### src/rtl/eco32f_hazard_ctrl.sv
// Decode/execute interlock: load-use bubbles over a configurable load latency,
// front-end freeze while the multi-cycle MUL/DIV unit is occupied or downstream stalls.
module eco32f_hazard_ctrl #(
    parameter int unsigned LOAD_LAT   = 1,
    parameter int unsigned MUL_CYCLES = 4,
    parameter int unsigned DIV_CYCLES = 32,
    parameter int unsigned CNT_W      = $clog2(DIV_CYCLES + 1)
) (
    input  logic             clk,
    input  logic             rst,
    input  logic             id_valid,
    input  logic [4:0]       id_rf_x_addr,
    input  logic [4:0]       id_rf_y_addr,
    input  logic             id_uses_x,
    input  logic             id_uses_y,
    input  logic [4:0]       id_rf_r_addr,
    input  logic             id_rf_r_we,
    input  logic             id_op_load,
    input  logic             id_op_mul,
    input  logic             id_op_div,
    input  logic             flush,
    input  logic             ext_stall,
    output logic             id_bubble,
    output logic             id_stall,
    output logic             mdu_busy,
    output logic [CNT_W-1:0] mdu_count
);

    localparam int unsigned AW = 5;

    logic [LOAD_LAT-1:0] r_ld_v;
    logic [AW-1:0]       r_ld_addr [LOAD_LAT];
    logic [CNT_W-1:0]    r_mdu_cnt;

    logic w_frz;
    logic w_hit_x;
    logic w_hit_y;
    logic w_issue;
    logic w_ld_new;

    assign mdu_busy  = (r_mdu_cnt != '0);
    assign mdu_count = r_mdu_cnt;
    assign w_frz     = ext_stall | mdu_busy;
    assign id_stall  = w_frz;

    // Match decode sources against every pending load destination; r0 never hazards.
    always_comb begin
        w_hit_x = 1'b0;
        w_hit_y = 1'b0;
        for (int i = 0; i < int'(LOAD_LAT); i++) begin
            if (r_ld_v[i] && (r_ld_addr[i] == id_rf_x_addr)) w_hit_x = 1'b1;
            if (r_ld_v[i] && (r_ld_addr[i] == id_rf_y_addr)) w_hit_y = 1'b1;
        end
        w_hit_x = w_hit_x & (id_rf_x_addr != '0);
        w_hit_y = w_hit_y & (id_rf_y_addr != '0);
    end

    assign id_bubble = id_valid & ~w_frz & ((id_uses_x & w_hit_x) | (id_uses_y & w_hit_y));
    assign w_issue   = id_valid & ~w_frz & ~id_bubble & ~flush;
    assign w_ld_new  = w_issue & id_op_load & id_rf_r_we & (id_rf_r_addr != '0);

    always_ff @(posedge clk) begin
        if (rst || flush) begin
            r_ld_v    <= '0;
            r_mdu_cnt <= '0;
            for (int i = 0; i < int'(LOAD_LAT); i++) r_ld_addr[i] <= '0;
        end else if (w_frz) begin
            // The unit keeps running when it is the only source of the freeze.
            if ((r_mdu_cnt != '0) && !ext_stall) r_mdu_cnt <= r_mdu_cnt - CNT_W'(1);
        end else begin
            for (int i = int'(LOAD_LAT) - 1; i > 0; i--) begin
                r_ld_v[i]    <= r_ld_v[i-1];
                r_ld_addr[i] <= r_ld_addr[i-1];
            end
            r_ld_v[0]    <= w_ld_new;
            r_ld_addr[0] <= id_rf_r_addr;
            if (w_issue && id_op_div)      r_mdu_cnt <= CNT_W'(DIV_CYCLES - 1);
            else if (w_issue && id_op_mul) r_mdu_cnt <= CNT_W'(MUL_CYCLES - 1);
        end
    end

endmodule

### config.mk
export PLATFORM = sky130hd
export DESIGN_NAME = eco32f_hazard_ctrl
export DESIGN_NICKNAME = d
export VERILOG_FILES = /design/src/rtl/eco32f_hazard_ctrl.sv
export SDC_FILE = /design/constraint.sdc
export NUM_CORES = 1
export LEC_CHECK = 0
export ABC_AREA = 1
export BUFFER_PORTS_ARGS = -buffer_cell sky130_fd_sc_hd__buf_2
export CORE_MARGIN = 3
export CORE_UTILIZATION = 48
export CTS_CLUSTER_SIZE = 8
export DETAILED_ROUTE_END_ITERATION = 10
export PLACE_DENSITY = 0.89
export SETUP_SLACK_MARGIN = 0.1
export SLEW_MARGIN = 5
export SYNTH_ARGS = -nofsm -noshare
export SYNTH_HDL_FRONTEND = slang
export SYNTH_SLANG_ARGS = --single-unit
### constraint.sdc
create_clock -name clk -period 2.1 [get_ports clk]
set_input_delay 0.21 -clock clk [delete_from_list [all_inputs] [get_ports clk]]
set_output_delay 0.21 -clock clk [all_outputs]
set_load 0.02 [all_outputs]
Word-level counts from Yosys, hierarchy flattened
Memories as Yosys holds them, arrays and structs flattened.
Cells that the tools add are included.
W data, S select, Z words.
{"block": "op_classes", "addsub": 1, "n_eq_ne": 3, "muxes": 13, "n_bitwise": 16, "reduce_logical": 14}
{"cell": "$mux W6", "n": 4}
{"cell": "$reduce_bool A5 Y1", "n": 3}
{"cell": "$and A1 B1 Y1", "n": 11}
{"cell": "$eq A5 B5 Y1", "n": 2}
{"cell": "$mux W1", "n": 8}
{"cell": "$reduce_bool A6 Y1", "n": 1}
{"cell": "$sub A6 B1 Y6 const B", "n": 1}
{"cell": "$logic_and A1 B1 Y1", "n": 5}
{"cell": "$mux W5", "n": 1}
{"cell": "$reduce_or A5 Y1", "n": 1}
{"cell": "$not A1 Y1", "n": 3}
{"cell": "$reduce_bool A3 Y1", "n": 1}
{"cell": "$ne A2 B1 Y1 const B", "n": 1}
{"cell": "$or A1 B1 Y1", "n": 2}
{"cell": "$reduce_and A2 Y1", "n": 1}
{"cell": "$logic_not A1 Y1", "n": 1}
{"cell": "$logic_or A1 B1 Y1", "n": 1}
{"block": "word_totals", "reg_bits": 7, "ramBits": 5, "in_bits": 26, "out_inout_bits": 9, "elab_cells": 50, "memories": 1}
{"memory": "r_ld_addr", "depth": 1, "word_bits": 5, "rd": 1, "rd_ports_with_merged_regs": 0, "write_ports": 1, "line_no": "32", "source": "logic [AW-1:0] r_ld_addr [LOAD_LAT];"}

Depth between registers and ports, before layout
{"block": "depth", "word_depth": 14, "ltp_mapped": 12, "depth_no_buf": 12}

Worst setup path after synthesis
Ideal clock, no wire load.
{"block": "synth_path", "path_type": "register to register", "startpoint": "register r_mdu_cnt[0] (netlist: mdu_count[0])", "endpoint": "memory r_ld_addr[0][0] (data pin)", "setup_ps": 257, "t_arrival_ps": 1414, "required_time_ps": 1843, "slack_ps": 430, "stages_incl_launch_ff": 9, "path_buffers": 0, "synth_period_minus_slack_ps": 1670, "cell_sequence": "dfxtp_1 > inv_1 > ha_1 > nand2_2 > nor2_4 > nand2_1 > inv_1 > nand2_1 > nor2_1"}
{"block": "synth_between", "elab_chain_cells": 7}
{"element": "start, declared", "line_no": "33", "source": "logic [CNT_W-1:0] r_mdu_cnt;"}
{"element": "start signal, assigned", "line_no": "69", "source": "if ((r_mdu_cnt != '0) && !ext_stall) r_mdu_cnt <= r_mdu_cnt - CNT_W'(1);"}
{"element": "start signal, assigned", "line_no": "77", "source": "if (w_issue && id_op_div) r_mdu_cnt <= CNT_W'(DIV_CYCLES - 1);"}
{"element": "start signal, assigned", "line_no": "78", "source": "else if (w_issue && id_op_mul) r_mdu_cnt <= CNT_W'(MUL_CYCLES - 1);"}
{"element": "$reduce_bool A6 Y1", "line_no": "41", "source": "assign mdu_busy = (r_mdu_cnt != '0);"}
{"element": "$or A1 B1 Y1", "line_no": "43", "source": "assign w_frz = ext_stall | mdu_busy;"}
{"element": "via id_stall", "line_no": "24", "source": "output logic id_stall,"}
{"element": "$mux W1", "line_no": "67", "source": "end else if (w_frz) begin"}
{"element": "$mux W1", "line_no": "63", "source": "if (rst || flush) begin"}
{"element": "$mux W1 (not written as such)", "line_no": "76", "source": "r_ld_addr[0] <= id_rf_r_addr;"}
{"element": "$reduce_or A5 Y1 (no source line)"}
{"element": "$mux W5 (no source line)"}
{"element": "end, declared", "line_no": "32"}
The timed path passes the listed nets, and every way through them passes these cells.

Worst setup path after layout
{"block": "layout_path", "startpoint": "memory r_ld_addr[0][2]", "endpoint": "output port id_bubble"}
{"block": "layout_between", "elab_chain_cells": 8, "word_cells_on_any_way": 13, "cone_classes": "eq/ne (2); mux (2); bitwise (6); reduce/logical (2); memory (1)"}
{"element": "$mem_v2 Z1 W5 (*)"}
{"element": "$eq A5 B5 Y1, on equally long branches", "line_no": "51, 52"}
{"element": "$logic_and A1 B1 Y1, on equally long branches", "line_no": "51, 52"}
{"element": "$mux W1, on equally long branches", "line_no": "51, 52"}
{"element": "$and A1 B1 Y1, on equally long branches", "line_no": "54, 55"}
{"element": "$and A1 B1 Y1", "line_no": "58", "source": "assign id_bubble = id_valid & ~w_frz & ((id_uses_x & w_hit_x) | (id_uses_y & w_hit_y));"}
{"element": "$or A1 B1 Y1 (*)", "line_no": "58"}
{"element": "$and A1 B1 Y1 (*)", "line_no": "58"}
{"element": "end, declared", "line_no": "23", "source": "output logic id_bubble,"}
Every way passes the cells marked *; elsewhere a longest branch is shown, timed or not.

==> results by group <==
Power
  – Cell area power density: 656 nW/µm²
  – Max rail drop VDD: 0.000390 V
  – Seq pwr share: 0.371
  – Sw Pwr: 0.280 mW
  – Internal Power: 0.474 mW
  – Net switching fraction of the power: 0.372
  – Clock share of power: 0.247
  – Gate power share: 0.383
  – Static Leakage: 0.688 nW

Layout
  – Signed area change from the synthesized netlist to the final layout: 26.1%
  – Nets: 216
  – Count of inserted antenna diode cells: 0
  – Share of layout cells above drive strength 1: 0.246
  – FILL cells: 169
  – Number of non-filler instances in the completed layout: 212

Clock network
  – Post-CTS Repair Setup Buffers: 0
  – Maximum buffer depth of the clock tree: 2
  – H-tree levels: 1
  – Post-CTS Hold Fix Bufs: 0
  – Clock transition at path regs: 0.08 ns
  – Total CTS buffers: 3
  – Cell chosen for the clock root: sky130_fd_sc_hd__clkbuf_4
  – Post-CTS resize count: 0
  – Sink count of the clock tree: 12
  – Clock tree from TritonCTS: built
  – Clock latency of the later-clocked register in the worst-skew pair: 0.28 ns

Critical path
  – Kind of launch point of the worst setup path: register
  – CP Data Arrival Time: 1.57 ns
  – Critical-path maximum fanout: 4
  – Worst setup path class: register to primary output
  – Endpoint class of the critical path: primary output
  – Worst setup slack for register-to-register paths: 0.36 ns
  – Required time of the critical path: 1.89 ns

Run
  – MaxCap Viol Count: 0

Yosys
  – Number of distinct library cells after synthesis: 21
  – Largest area contributor in the netlist: sky130_fd_sc_hd__nand2_1
  – Synthesized area per cell: 6.11 µm²
  – Number of enable-type register cells in the synthesized netlist: 5
  – Top-count cell post-synth: sky130_fd_sc_hd__nand2_1
  – Share of Yosys cell area claimed by the top area cell type: 0.194
  – Most frequently used flop master after synthesis: sky130_fd_sc_hd__dfxtp_1
  – Cell types occupying the most area after synthesis: sky130_fd_sc_hd__nand2_1 (19%), sky130_fd_sc_hd__edfxtp_1 (16%), sky130_fd_sc_hd__dfxtp_1 (15%)
  – Sequential fraction of the synthesis area: 0.319
  – Most instantiated cells after synthesis: sky130_fd_sc_hd__nand2_1 (47), sky130_fd_sc_hd__inv_1 (30), sky130_fd_sc_hd__nor2_1 (26)
  – Synth warn: 0
  – Netlist area before placement: 911 µm²
  – Flip-flop and latch count after synthesis: 12
  – Post-synth ARST share: 0
  – Number of nets produced by synthesis: 177
  – Synth Instances: 149

STA
  – Slew Limit Headroom: 0.743
  – Total negative slack for setup checks: 0 ns
  – Final hold violation count: 0
  – Final Critical Period: 1.78 ns
  – Final setup violation count: 0
  – Number of slew-limit violations in the final report: 0
  – Max Freq: 560 MHz
  – Unrepaired setup endpoints after global routing: false
  – Measured slew at the worst slew-check pin: 0.381 ns
  – Clock Skew: 0.0100 ns
  – Part of the cycle the worst path needs: 0.850

Placed design
  – Post-DP HPWL: 1.77 mm
  – Gp weighted congestion: 0.851
  – Buffers added on ports: 34
  – Cell total after placement: 208

Die
  – Core Box Area: 1760 µm²
  – Overall die height: 49.6 µm
  – Die area: 2460 µm²
  – Initial Util: 0.516
  – Number of cell rows: 15
  – Horizontal die dimension: 49.6 µm
  – IO Count: 35

Routing
  – Number of vias per cell: 4.65
  – Average wire length per cell after detail routing: 9.91 µm
  – DRC violations left: 0
  – Number of search-and-repair iterations in the first detailed-routing pass: 4
  – Vias: 985
  – Wire length after detailed routing: 2.10 mm
  – Number of DRC markers after the initial detailed-route iteration: 11
  – Post-detailed-route count of antenna-violating nets: 0

Worst hold path
  – Class of the tightest hold or removal check: primary input to register

Global route
  – Initial antenna violation count: 0
  – Overflow left after global routing: 0
  – GRT Total Usage: 0.185
  – Maximum number of pins on one net before global-route repair: 10
  – Number of global-route vias before repair: 900
  – First-pass GRT wire length: 3.50 mm

Status
  – Run status: completed
-- final cells by class --
type	count	area, µm²	area share
Clock buffer	4	36.3	0.0316
Inverter	30	113	0.0980
Multi-Input combinational cell	107	508	0.442
Sequential cell	12	290	0.253
Tap cell	25	31.3	0.0272
Timing Repair Buffer	34	170	0.148
-- cell usage in the layout (no fill, tap or decap) --
master / count
sky130_fd_sc_hd__a21oi_1: 2
sky130_fd_sc_hd__and2_1: 1
sky130_fd_sc_hd__buf_2: 34
sky130_fd_sc_hd__clkbuf_4: 3
sky130_fd_sc_hd__clkbuf_8: 1
sky130_fd_sc_hd__dfxtp_1: 7
sky130_fd_sc_hd__edfxtp_1: 5
sky130_fd_sc_hd__ha_1: 2
sky130_fd_sc_hd__inv_1: 30
sky130_fd_sc_hd__nand2_1: 47
sky130_fd_sc_hd__nand2_2: 2
sky130_fd_sc_hd__nand2_4: 1
sky130_fd_sc_hd__nand3_1: 9
sky130_fd_sc_hd__nand4_1: 2
sky130_fd_sc_hd__nor2_1: 26
sky130_fd_sc_hd__nor2_2: 3
sky130_fd_sc_hd__nor2_4: 1
sky130_fd_sc_hd__nor3_1: 1
sky130_fd_sc_hd__o21ai_0: 1
sky130_fd_sc_hd__o22ai_1: 1
sky130_fd_sc_hd__o311ai_0: 1
sky130_fd_sc_hd__o31ai_1: 2
sky130_fd_sc_hd__or2_2: 1
sky130_fd_sc_hd__xor2_1: 4
-- power by group through the flow --
stage	logic [mW]	registers, mW	clock network, mW
floorplan	0.195	0.293	0
global placement	0.275	0.284	0
detailed placement	0.286	0.285	0
CTS	0.289	0.279	0.187
global route	0.322	0.282	0.197
finish	0.288	0.280	0.186
-- path summary, 6_finish.rpt --
path         cells after the start                     startpoint                        end
max                              7  r_ld_addr[0][2]$_SDFFCE_PN0P_                  id_bubble
min                              4                            rst  mdu_count[1]$_SDFFE_PP0P_
max reg2reg                     12      mdu_count[0]$_SDFFE_PP0P_  mdu_count[2]$_SDFFE_PP0P_
min reg2reg                      2            r_ld_v$_SDFFE_PP0P_        r_ld_v$_SDFFE_PP0P_
-- flip-flops by register name, summed over array words and instances, names as in the netlist --
| register | cells |
|---|---|
| r_ld_addr | 5 |
| r_ld_v | 1 |
| mdu_count | 6 |
-- per-stage QoR --
stage          hold slack [ns]  utilization  cell area [µm²]  worst slack [ns]  total power, mW
3_5_place_dp             0.498        0.630             1110             0.400            0.571
2_1_floorplan            0.389            -              911             0.430            0.488
5_1_grt                  0.233        0.651             1150             0.174            0.801
4_1_cts                  0.223        0.651             1150             0.311            0.756
3_3_place_gp             0.492        0.630             1110             0.506            0.558
6_report                 0.229        0.651             1150             0.316            0.754
-- per-layer routing --
metal / vias to the layer above / routed length [µm] / GRT usage
li1: 526 / - / -
met1: 426 / 926 / 0.202
met4: 0 / 76 / 0.129
met2: 24 / 1000 / 0.319
met5: - / 0 / 0
met3: 9 / 96 / 0.0332
-- worst max-delay path: stages, from the launching register on --
cell                       delay [ns]
sky130_fd_sc_hd__edfxtp_1        0.43
sky130_fd_sc_hd__nand2_1         0.09
sky130_fd_sc_hd__nand2_1         0.06
sky130_fd_sc_hd__nor3_1          0.18
sky130_fd_sc_hd__nand3_1         0.11
sky130_fd_sc_hd__and2_1          0.18
sky130_fd_sc_hd__nor2_1          0.09
sky130_fd_sc_hd__buf_2           0.17
-- cell families (layout without fill, tap and decap cells) --
family	count (synthesis)	count (layout)	share of synthesized area
adders and majority gates	2	2	0.0275
AOI/OAI and AO/OA	7	7	0.0494
and+or+nand+nor	94	94	0.442
buffers and inverters	30	68	0.124
xor gates and xnor gates	4	4	0.0385
DFF	12	12	0.319
Power figures use the tool's default switching activity.
